==> src/rtl/seq_pkg.sv <==
// Shared types and instruction-field definitions for the sequencer, disassembler and trace monitor.
package seq_pkg;

  typedef enum logic [2:0] {
    FETCH     = 3'd0,
    FETCH_EXT = 3'd1,
    ISSUE     = 3'd2,
    EXEC      = 3'd3,
    HALT      = 3'd4
  } seq_state_e;

  localparam logic [1:0] CAT_IMM = 2'b00;
  localparam logic [1:0] CAT_REG = 2'b01;
  localparam logic [1:0] CAT_MEM = 2'b10;
  localparam logic [1:0] CAT_LIT = 2'b11;

  localparam logic [4:0] OP_LRLI = 5'b00010;
  localparam logic [4:0] OP_CALL = 5'b01110;

  localparam int CAT_HI = 15;
  localparam int CAT_LO = 14;
  localparam int OP_HI  = 13;
  localparam int OP_LO  = 9;
  localparam int DA_HI  = 8;
  localparam int DA_LO  = 6;
  localparam int AA_HI  = 5;
  localparam int AA_LO  = 3;
  localparam int BA_HI  = 2;
  localparam int BA_LO  = 0;

endpackage

==> src/rtl/instr_seq_ctrl_if.sv <==
// Fetch/issue/execute bus between the sequence controller (master) and ROM + datapath (slave).
interface instr_seq_ctrl_if #(
  parameter int PC_W = 8,
  parameter int IW   = 16
);
  logic [PC_W-1:0] rom_addr;
  logic [IW-1:0]   rom_data;
  logic            issue_valid;
  logic            issue_ready;
  logic [IW-1:0]   ir;
  logic [IW-1:0]   ext_word;
  logic            ext_valid;
  logic            exec_done;
  logic            redirect_valid;
  logic [PC_W-1:0] redirect_target;
  logic            halt_req;
  logic            halted;
  logic [15:0]     instr_count;

  modport master (
    output rom_addr, issue_valid, ir, ext_word, ext_valid, halted, instr_count,
    input  rom_data, issue_ready, exec_done, redirect_valid, redirect_target, halt_req
  );

  modport slave (
    input  rom_addr, issue_valid, ir, ext_word, ext_valid, halted, instr_count,
    output rom_data, issue_ready, exec_done, redirect_valid, redirect_target, halt_req
  );
endinterface

==> src/rtl/instr_len_decode.sv <==
// Combinational instruction-length decoder: flags words that carry a trailing extension word.
module instr_len_decode
  import seq_pkg::*;
#(
  parameter int IW = 16
) (
  input  logic [IW-1:0] i_instr,
  output logic          o_is_two_word
);
  logic [1:0] w_cat;
  logic [4:0] w_op;
  logic       w_unused_fields;

  assign w_cat = i_instr[CAT_HI:CAT_LO];
  assign w_op  = i_instr[OP_HI:OP_LO];
  // Register-address fields and any bits above 16 play no part in length.
  assign w_unused_fields = ^{i_instr[IW-1:CAT_HI], i_instr[DA_HI:BA_LO]};

  assign o_is_two_word = (w_cat == CAT_MEM) && ((w_op == OP_LRLI) || (w_op == OP_CALL));
endmodule

==> src/rtl/instr_seq_ctrl.sv <==
// Instruction fetch/sequence controller: owns the PC, assembles 1/2-word instructions, issues, applies redirects.
// Define SEQ_PERF_CNT_EN to build the retired-instruction counter; otherwise instr_count reads 0.
module instr_seq_ctrl
  import seq_pkg::*;
#(
  parameter int              PC_W     = 8,
  parameter int              IW       = 16,
  parameter logic [PC_W-1:0] RESET_PC = '0
) (
  input logic               clk,
  input logic               rst_n,
  instr_seq_ctrl_if.master  bus
);
  seq_state_e      r_state, w_next;
  logic [PC_W-1:0] r_pc;
  logic [IW-1:0]   r_ir, r_ext;
  logic            r_ext_valid, r_issue_valid, r_halted;
  logic            w_two;

  instr_len_decode #(.IW(IW)) u_len (
    .i_instr       (bus.rom_data),
    .o_is_two_word (w_two)
  );

  always_ff @(posedge clk or negedge rst_n) begin
    if (!rst_n) r_state <= FETCH;
    else        r_state <= w_next;
  end

  always_comb begin
    w_next = r_state;
    unique case (r_state)
      FETCH:     if (bus.halt_req) w_next = HALT;
                 else              w_next = w_two ? FETCH_EXT : ISSUE;
      FETCH_EXT: w_next = ISSUE;
      ISSUE:     if (bus.issue_ready) w_next = EXEC;
      EXEC:      if (bus.exec_done) w_next = FETCH;
      HALT:      if (!bus.halt_req) w_next = FETCH;
      default:   w_next = FETCH;
    endcase
  end

  // issue_valid/halted are registered from the next state so they track ISSUE/HALT exactly.
  always_ff @(posedge clk or negedge rst_n) begin
    if (!rst_n) begin
      r_pc          <= RESET_PC;
      r_ir          <= '0;
      r_ext         <= '0;
      r_ext_valid   <= 1'b0;
      r_issue_valid <= 1'b0;
      r_halted      <= 1'b0;
    end else begin
      r_issue_valid <= (w_next == ISSUE);
      r_halted      <= (w_next == HALT);
      case (r_state)
        FETCH: if (!bus.halt_req) begin
          r_ir <= bus.rom_data;
          r_pc <= r_pc + 1'b1;
          if (!w_two) begin
            r_ext       <= '0;
            r_ext_valid <= 1'b0;
          end
        end
        FETCH_EXT: begin
          r_ext       <= bus.rom_data;
          r_ext_valid <= 1'b1;
          r_pc        <= r_pc + 1'b1;
        end
        EXEC: if (bus.exec_done && bus.redirect_valid) r_pc <= bus.redirect_target;
        default: ;
      endcase
    end
  end

  assign bus.rom_addr    = r_pc;
  assign bus.ir          = r_ir;
  assign bus.ext_word    = r_ext;
  assign bus.ext_valid   = r_ext_valid;
  assign bus.issue_valid = r_issue_valid;
  assign bus.halted      = r_halted;

`ifdef SEQ_PERF_CNT_EN
  logic [15:0] r_instr_cnt;
  logic        w_retire;

  assign w_retire = (r_state == EXEC) && bus.exec_done;

  always_ff @(posedge clk or negedge rst_n) begin
    if (!rst_n)                                   r_instr_cnt <= 16'h0000;
    else if (w_retire && (r_instr_cnt != 16'hFFFF)) r_instr_cnt <= r_instr_cnt + 16'd1;
  end

  assign bus.instr_count = r_instr_cnt;
`else
  assign bus.instr_count = 16'h0000;
`endif
endmodule

==> src/flat_wrapper.sv <==
// flat-port wrapper written by rule: the top's interface ports become plain ports
module instr_seq_ctrl_flat import seq_pkg::*;
#(
  parameter int              PC_W     = 8,
  parameter int              IW       = 16,
  parameter logic [PC_W-1:0] RESET_PC = '0
)
  (clk, rst_n, bus_rom_addr, bus_issue_valid, bus_ir, bus_ext_word, bus_ext_valid, bus_halted, bus_instr_count, bus_rom_data, bus_issue_ready, bus_exec_done, bus_redirect_valid, bus_redirect_target, bus_halt_req);
  instr_seq_ctrl_if #(.PC_W(PC_W), .IW(IW)) bus_i ();
  input logic clk;
  input logic rst_n;
  output wire logic [$bits(bus_i.rom_addr)-1:0] bus_rom_addr;
  output wire logic [$bits(bus_i.issue_valid)-1:0] bus_issue_valid;
  output wire logic [$bits(bus_i.ir)-1:0] bus_ir;
  output wire logic [$bits(bus_i.ext_word)-1:0] bus_ext_word;
  output wire logic [$bits(bus_i.ext_valid)-1:0] bus_ext_valid;
  output wire logic [$bits(bus_i.halted)-1:0] bus_halted;
  output wire logic [$bits(bus_i.instr_count)-1:0] bus_instr_count;
  input wire logic [$bits(bus_i.rom_data)-1:0] bus_rom_data;
  input wire logic [$bits(bus_i.issue_ready)-1:0] bus_issue_ready;
  input wire logic [$bits(bus_i.exec_done)-1:0] bus_exec_done;
  input wire logic [$bits(bus_i.redirect_valid)-1:0] bus_redirect_valid;
  input wire logic [$bits(bus_i.redirect_target)-1:0] bus_redirect_target;
  input wire logic [$bits(bus_i.halt_req)-1:0] bus_halt_req;
  assign bus_rom_addr = bus_i.rom_addr;
  assign bus_issue_valid = bus_i.issue_valid;
  assign bus_ir = bus_i.ir;
  assign bus_ext_word = bus_i.ext_word;
  assign bus_ext_valid = bus_i.ext_valid;
  assign bus_halted = bus_i.halted;
  assign bus_instr_count = bus_i.instr_count;
  assign bus_i.rom_data = bus_rom_data;
  assign bus_i.issue_ready = bus_issue_ready;
  assign bus_i.exec_done = bus_exec_done;
  assign bus_i.redirect_valid = bus_redirect_valid;
  assign bus_i.redirect_target = bus_redirect_target;
  assign bus_i.halt_req = bus_halt_req;
  instr_seq_ctrl #(.PC_W(PC_W), .IW(IW), .RESET_PC(RESET_PC)) u_core (.clk(clk), .rst_n(rst_n), .bus(bus_i));
endmodule
==> config.mk <==
export PLATFORM = sky130hd
export DESIGN_NAME = instr_seq_ctrl_flat
export DESIGN_NICKNAME = d
export VERILOG_FILES = /design/src/rtl/seq_pkg.sv /design/src/rtl/instr_seq_ctrl_if.sv /design/src/rtl/instr_len_decode.sv /design/src/rtl/instr_seq_ctrl.sv /design/src/flat_wrapper.sv
export SDC_FILE = /design/constraint.sdc
export NUM_CORES = 1
export LEC_CHECK = 0
export CAP_MARGIN = 20
export CORE_ASPECT_RATIO = 0.9
export CORE_MARGIN = 2
export CORE_UTILIZATION = 32
export CTS_BUF_LIST = sky130_fd_sc_hd__clkbuf_4 sky130_fd_sc_hd__clkbuf_8
export CTS_CLUSTER_SIZE = 8
export DETAILED_ROUTE_END_ITERATION = 8
export GPL_TIMING_DRIVEN = 0
export PLACE_DENSITY = 0.6
export SKIP_LAST_GASP = 1
export SYNTH_ARGS = -nofsm -noshare
export SYNTH_HDL_FRONTEND = slang
export SYNTH_SLANG_ARGS = --single-unit
==> constraint.sdc <==
create_clock -name clk -period 3.2 [get_ports clk]
set_input_delay 0.8 -clock clk [delete_from_list [all_inputs] [get_ports clk]]
set_output_delay 0.8 -clock clk [all_outputs]
set_load 0.02 [all_outputs]
# After elaboration in Yosys (flattened, before gate mapping)
# Cells that the tools add are included.
# Widths: inputs -> output; s select.
dict set report op_classes {
  n_addsub 1
  eq_ne 12
  mux 15
  bitwise 1
  n_reduce_logical 9
}
# op count
set op_table {}
lappend op_table {{$mux 16} 2}
lappend op_table {{$pmux 16 s2} 1}
lappend op_table {{$pmux 8 s3} 1}
lappend op_table {{$mux 8} 2}
lappend op_table {{$pmux 3 s5} 1}
lappend op_table {{$mux 3} 4}
lappend op_table {{$eq 3x2->1 const B} 3}
lappend op_table {{$add 8x1->8 const B} 1}
lappend op_table {{$eq 3x3->1 const B} 2}
lappend op_table {{$reduce_and 3->1} 2}
lappend op_table {{$eq 5x2->1 const B} 1}
lappend op_table {{$eq 5x4->1 const B} 1}
lappend op_table {{$ne 2x2->1 const B} 2}
lappend op_table {{$eq 3x1->1 const B} 1}
lappend op_table {{$logic_not 3->1} 1}
lappend op_table {{$reduce_bool 3->1} 1}
lappend op_table {{$eq 2x2->1 const B} 1}
lappend op_table {{$logic_and 1x1->1} 2}
lappend op_table {{$mux 1} 2}
lappend op_table {{$mux 2} 1}
lappend op_table {{$ne 2x1->1 const B} 1}
lappend op_table {{$pmux 1 s2} 1}
lappend op_table {{$reduce_and 2->1} 1}
lappend op_table {{$reduce_bool 2->1} 1}
lappend op_table {{other kinds (2)} 2}
dict set report totals {
  register_bits 46
  input_bits 30
  output_inout_bits 59
  word_cells 45
}

# Depth between registers and ports, before layout
dict set report depth {
  depth_word 7
  depth_mapped 6
  depth_no_buf 5
}

# Cells and area by module
# A second synthesis with hierarchy kept.
dict set report hier_totals {
  cells_unflattened 171
  hier_area_um2 2102.0
}
# mod n_inst cells_per_inst area_per_inst_um2 seq_area_each_um2
set by_module_without_submodules {}
lappend by_module_without_submodules {instr_seq_ctrl 1 168 2074.5 1151.1}
lappend by_module_without_submodules {instr_len_decode 1 3 27.5 0.0}

# Worst setup path before layout
# OpenSTA, ideal clock, no wires.
dict set report synth_timing {
  path_type {input to register}
  startpoint {input port bus_halt_req}
  endpoint {register u_core.r_ir[10] (netlist: u_core.bus.ir[10])}
  setup_time_ns 0.125
  arrival_ns 1.903
  slack_ns 1.172
  stages 3
  path_cell_list {nor4_4 buf_6 mux2_2}
}
dict set report synth_between {
  elab_chain_len 2
}
# item line
set synth_lines {}
lappend synth_lines {{start, declared} flat_wrapper.sv:24} ;# input wire logic [$bits(bus_i.halt_req)-1:0] bus_halt_req;
lappend synth_lines {{$not 1->1 (no source line)} -}
lappend synth_lines {{$reduce_and 2->1 (no source line)} -}
lappend synth_lines {{end signal, assigned} instr_seq_ctrl.sv:57} ;# r_ir <= bus.rom_data;
lappend synth_lines {{end, declared} instr_seq_ctrl.sv:16} ;# logic [IW-1:0] r_ir, r_ext;
# Every way passes these cells.
# A chain may end at the register's enable or synchronous reset.

# Worst setup path after layout
dict set report layout_timing {
  startpoint {input port bus_halt_req}
  endpoint {register u_core.r_ext[3] (netlist: u_core.bus.ext_word[3])}
}
dict set report layout_between {
  elab_chain_len 2
}
# item line
set layout_lines {}
lappend layout_lines {{$ne 2x2->1 (no source line)} -}
lappend layout_lines {{$reduce_and 3->1 (no source line)} -}
lappend layout_lines {{end signal, assigned} instr_seq_ctrl.sv:65} ;# r_ext <= bus.rom_data;
lappend layout_lines {{end, declared} instr_seq_ctrl.sv:16}
# Every way passes these cells.

==> flow_summary.ini <==
[grt]
grt_pass1_wl_mm = 7.73
grt_max_degree = 38
gr-total-overflow = 0
grt_pass1_vias = 1558
grt_use_total_pct = 14.0
antenna_found_initial = 0

[clock_tree]
htree_levels = 2
cts_sinks = 46
cts_buffers = 5
postCtsSetupBuffers = 0
cts_hold_buf = 0
clock_latency_ps = 300
clock_path_buffers = 2
cts_root_buf = clkbuf_8
path_clk_slew_ps = 100
cts_tree = yes
postCtsResizedCells = 0

[min_path]
hp-class = input port to asynchronous set/reset pin

[critical_path]
arrival_ps = 2690
required_ps = 3390
criticalPathCategory = input port to flop
path_cells = clkdlybuf4s50_1, nor4_4, a21oi_4, buf_6, a22o_1
cp_max_fo = 10
crit_slowest_cell = nor4_4
slowest_delay_ps = 800
rrSetupSlack_ps = 1200
cp-start-kind = input port
end_kind = flop

[pwr]
combPwrFrac_pct = 54.4
switching_share_pct = 39.5
ir_drop_mv = 0.491
p_int_uw = 1900
seq_power_share_pct = 33.7
switchingPower_uw = 1240
p_clk_share_pct = 11.9
p_per_area_mw_per_mm2 = 1010
p_leak_uw = 0.00136
power_uw = 3140

[sta]
hold_viol = 0
fin_skew_ps = 7.84
max_slew_margin_pct = 42.6
fin_crit_ps = 2500
worst_slew_pin_slew_ps = 855
setup-tns-final_ps = 0
fin_crit_sh_pct = 78.0
setup_viol = 0
fmax_mhz = 401
rsz0062_at_grt = false
setup_ws_ps = 704
drv_slew = 0

[synth]
synth_cells = 170
yosys_register_bits = 46
ys_types = 39
synthTopCellsByArea = dfrtp_1 (55%), mux2_2 (9.1%), buf_4 (5.7%)
synth_top_area_share_pct = 54.7
ys_warn_count = 0
yosysTopAreaCell = dfrtp_1
seq_area_frac_synth_pct = 54.7
syn_area_mm2 = 0.00210
syn_avg_cell_area_um2 = 12.4

[routing]
dr.pass1.iters = 4
drt_iter0_markers = 43
ant_nets = 0
num_vias = 1617
drc_errors = 0
wl_per_cell_um = 14.1
vias_per_cell = 4.54
routed_wl_mm = 5.02

[outcome]
status = finished clean

[floorplanning]
die_w_um = 89.5
io_pins = 89
core.rowCount = 28
dieArea_mm2 = 0.00724
core_mm2 = 0.00648
die_height_um = 80.9
initial_utilization_pct = 32.5

[cells_and_area]
nNetsFinal = 296
fillers = 611
syn_to_final_growth_pct = 47.4
antenna_cells = 0
drive_above_1_share_pct = 22.2

[job]
max-cap-violations = 0

[place]
gp_congestion = 0.728
port-buffer-count = 72
hpwl_mm = 3.55
place_ws_ps = 352
routing by layer:
layer,wire (µm),track usage [%]
met1,2380,19.0
met2,2150,21.0
met3,470,5.79
met4,27,3.28
met5,0,0
cells in the final DEF (no fill, tap or decap), types with 3 or more instances in the layout:
| cell type | netlist | final |
|---|---|---|
| a211oi_1 | 3 | 3 |
| o22ai_1 | 4 | 4 |
| nand2_1 | 13 | 13 |
| o21ai_0 | 3 | 3 |
| buf_6 | 3 | 3 |
| clkbuf_8 | 0 | 5 |
| dfrtp_1 | 46 | 46 |
| mux2_2 | 17 | 17 |
| nor3_1 | 3 | 3 |
| a2bb2oi_1 | 5 | 5 |
| buf_2 | 2 | 3 |
| nand3_1 | 3 | 3 |
| a22o_2 | 7 | 7 |
| nor2_1 | 5 | 5 |
| clkbuf_1 | 3 | 3 |
| conb_1 | 1 | 16 |
| a22o_1 | 9 | 9 |
| clkdlybuf4s50_1 | 0 | 71 |
| nor2b_1 | 3 | 3 |
| buf_4 | 16 | 16 |
sequential cells by signal, indices dropped and copies added (netlist names):
register                flops
u_core.bus.ir              16
u_core.bus.ext_valid        1
u_core.bus.ext_word        16
u_core.bus.halted           1
u_core.bus.rom_addr         8
u_core.bus.issue_valid      1
u_core.r_state              3
kinds of logic after synthesis:
family	share of synthesized area [%]
AO/OA/AOI/OAI	16.1
XOR/XNOR	0.416
adder cells (fa/ha/maj)	0.594
buffers and inverters	8.68
flip-flops	54.7
multiplexers	9.10
other	0.178
AND/OR/NAND/NOR	10.2
worst max-delay path: cells and delay by family:
kind	cells	cell delay [ps]
AO/OA/AOI/OAI	2	410
buffers and inverters	2	680
AND/OR/NAND/NOR	1	800
cells in the mapped netlist (all sizes together):
library cell  instances
nor3                  3
a31oi                 2
a22o                 16
nand3b                1
mux2                 17
nand2                13
a21oi                 2
o21a                  1
nor2b                 3
a21o                  1
a211oi                3
o22ai                 4
o21ai                 3
a2bb2oi               5
ha                    1
conb                  1
nand3                 3
clkbuf                3
nand2b                1
buf                  21
a311o                 1
inv                   2
nor4                  2
nor3b                 1
a32oi                 1
xnor2                 1
o31a                  1
and4                  1
and3                  1
nor4b                 1
nand4                 2
dfrtp                46
and3b                 1
nor2                  5
power by group through the flow:
| stage | combinational, µW | sequential [µW] | clock (µW) |
|---|---|---|---|
| after global routing | 1830 | 1100 | 411 |
| after CTS | 1730 | 1060 | 391 |
| after detailed placement | 1730 | 1060 | 0 |
| final | 1710 | 1060 | 373 |
| after floorplan | 655 | 1380 | 0 |
| after global placement | 1710 | 1060 | 0 |
worst paths after layout:
| path | startpoint | end | cells after the start |
|---|---|---|---|
| setup / recovery | bus_halt_req | u_core.bus.ext_word[3] | 5 |
| hold reg to reg | u_core.bus.ext_valid | u_core.bus.ext_valid | 1 |
| hold / removal | rst_n | u_core.bus.ir[13] | 1 |
| setup reg to reg | u_core.r_state[1] | u_core.bus.ext_word[3] | 5 |
| min in group clk | u_core.bus.ext_valid | u_core.bus.ext_valid | 1 |
| max in group asynchronous | rst_n | u_core.bus.ext_word[1] | 2 |
stage by stage:
| stage | util [%] | cell area, µm² | hold slack (ps) | cells |
|---|---|---|---|---|
| 6_report | 47.9 | 3100 | 367 | 356 |
| 5_1_grt | 47.9 | 3100 | 363 | 356 |
| 3_5_place_dp | 46.4 | 3010 | 473 | 348 |
| 2_1_floorplan | - | 2160 | 504 | 185 |
| 3_3_place_gp | 46.2 | 2990 | 461 | 347 |
| 4_1_cts | 47.9 | 3100 | 358 | 356 |
layout make-up:
cell class	instances	area, µm²	share of cell area, %
buffer	24	175	5.65
clock buffer	5	68.8	2.22
clock inverter	3	25.0	0.806
inverter	2	7.51	0.242
multi-input combinational	113	827	26.7
sequential	46	1150	37.1
tap	90	113	3.63
timing repair buffer	73	736	23.7
Note: power is estimated with default switching activity, not from simulation.
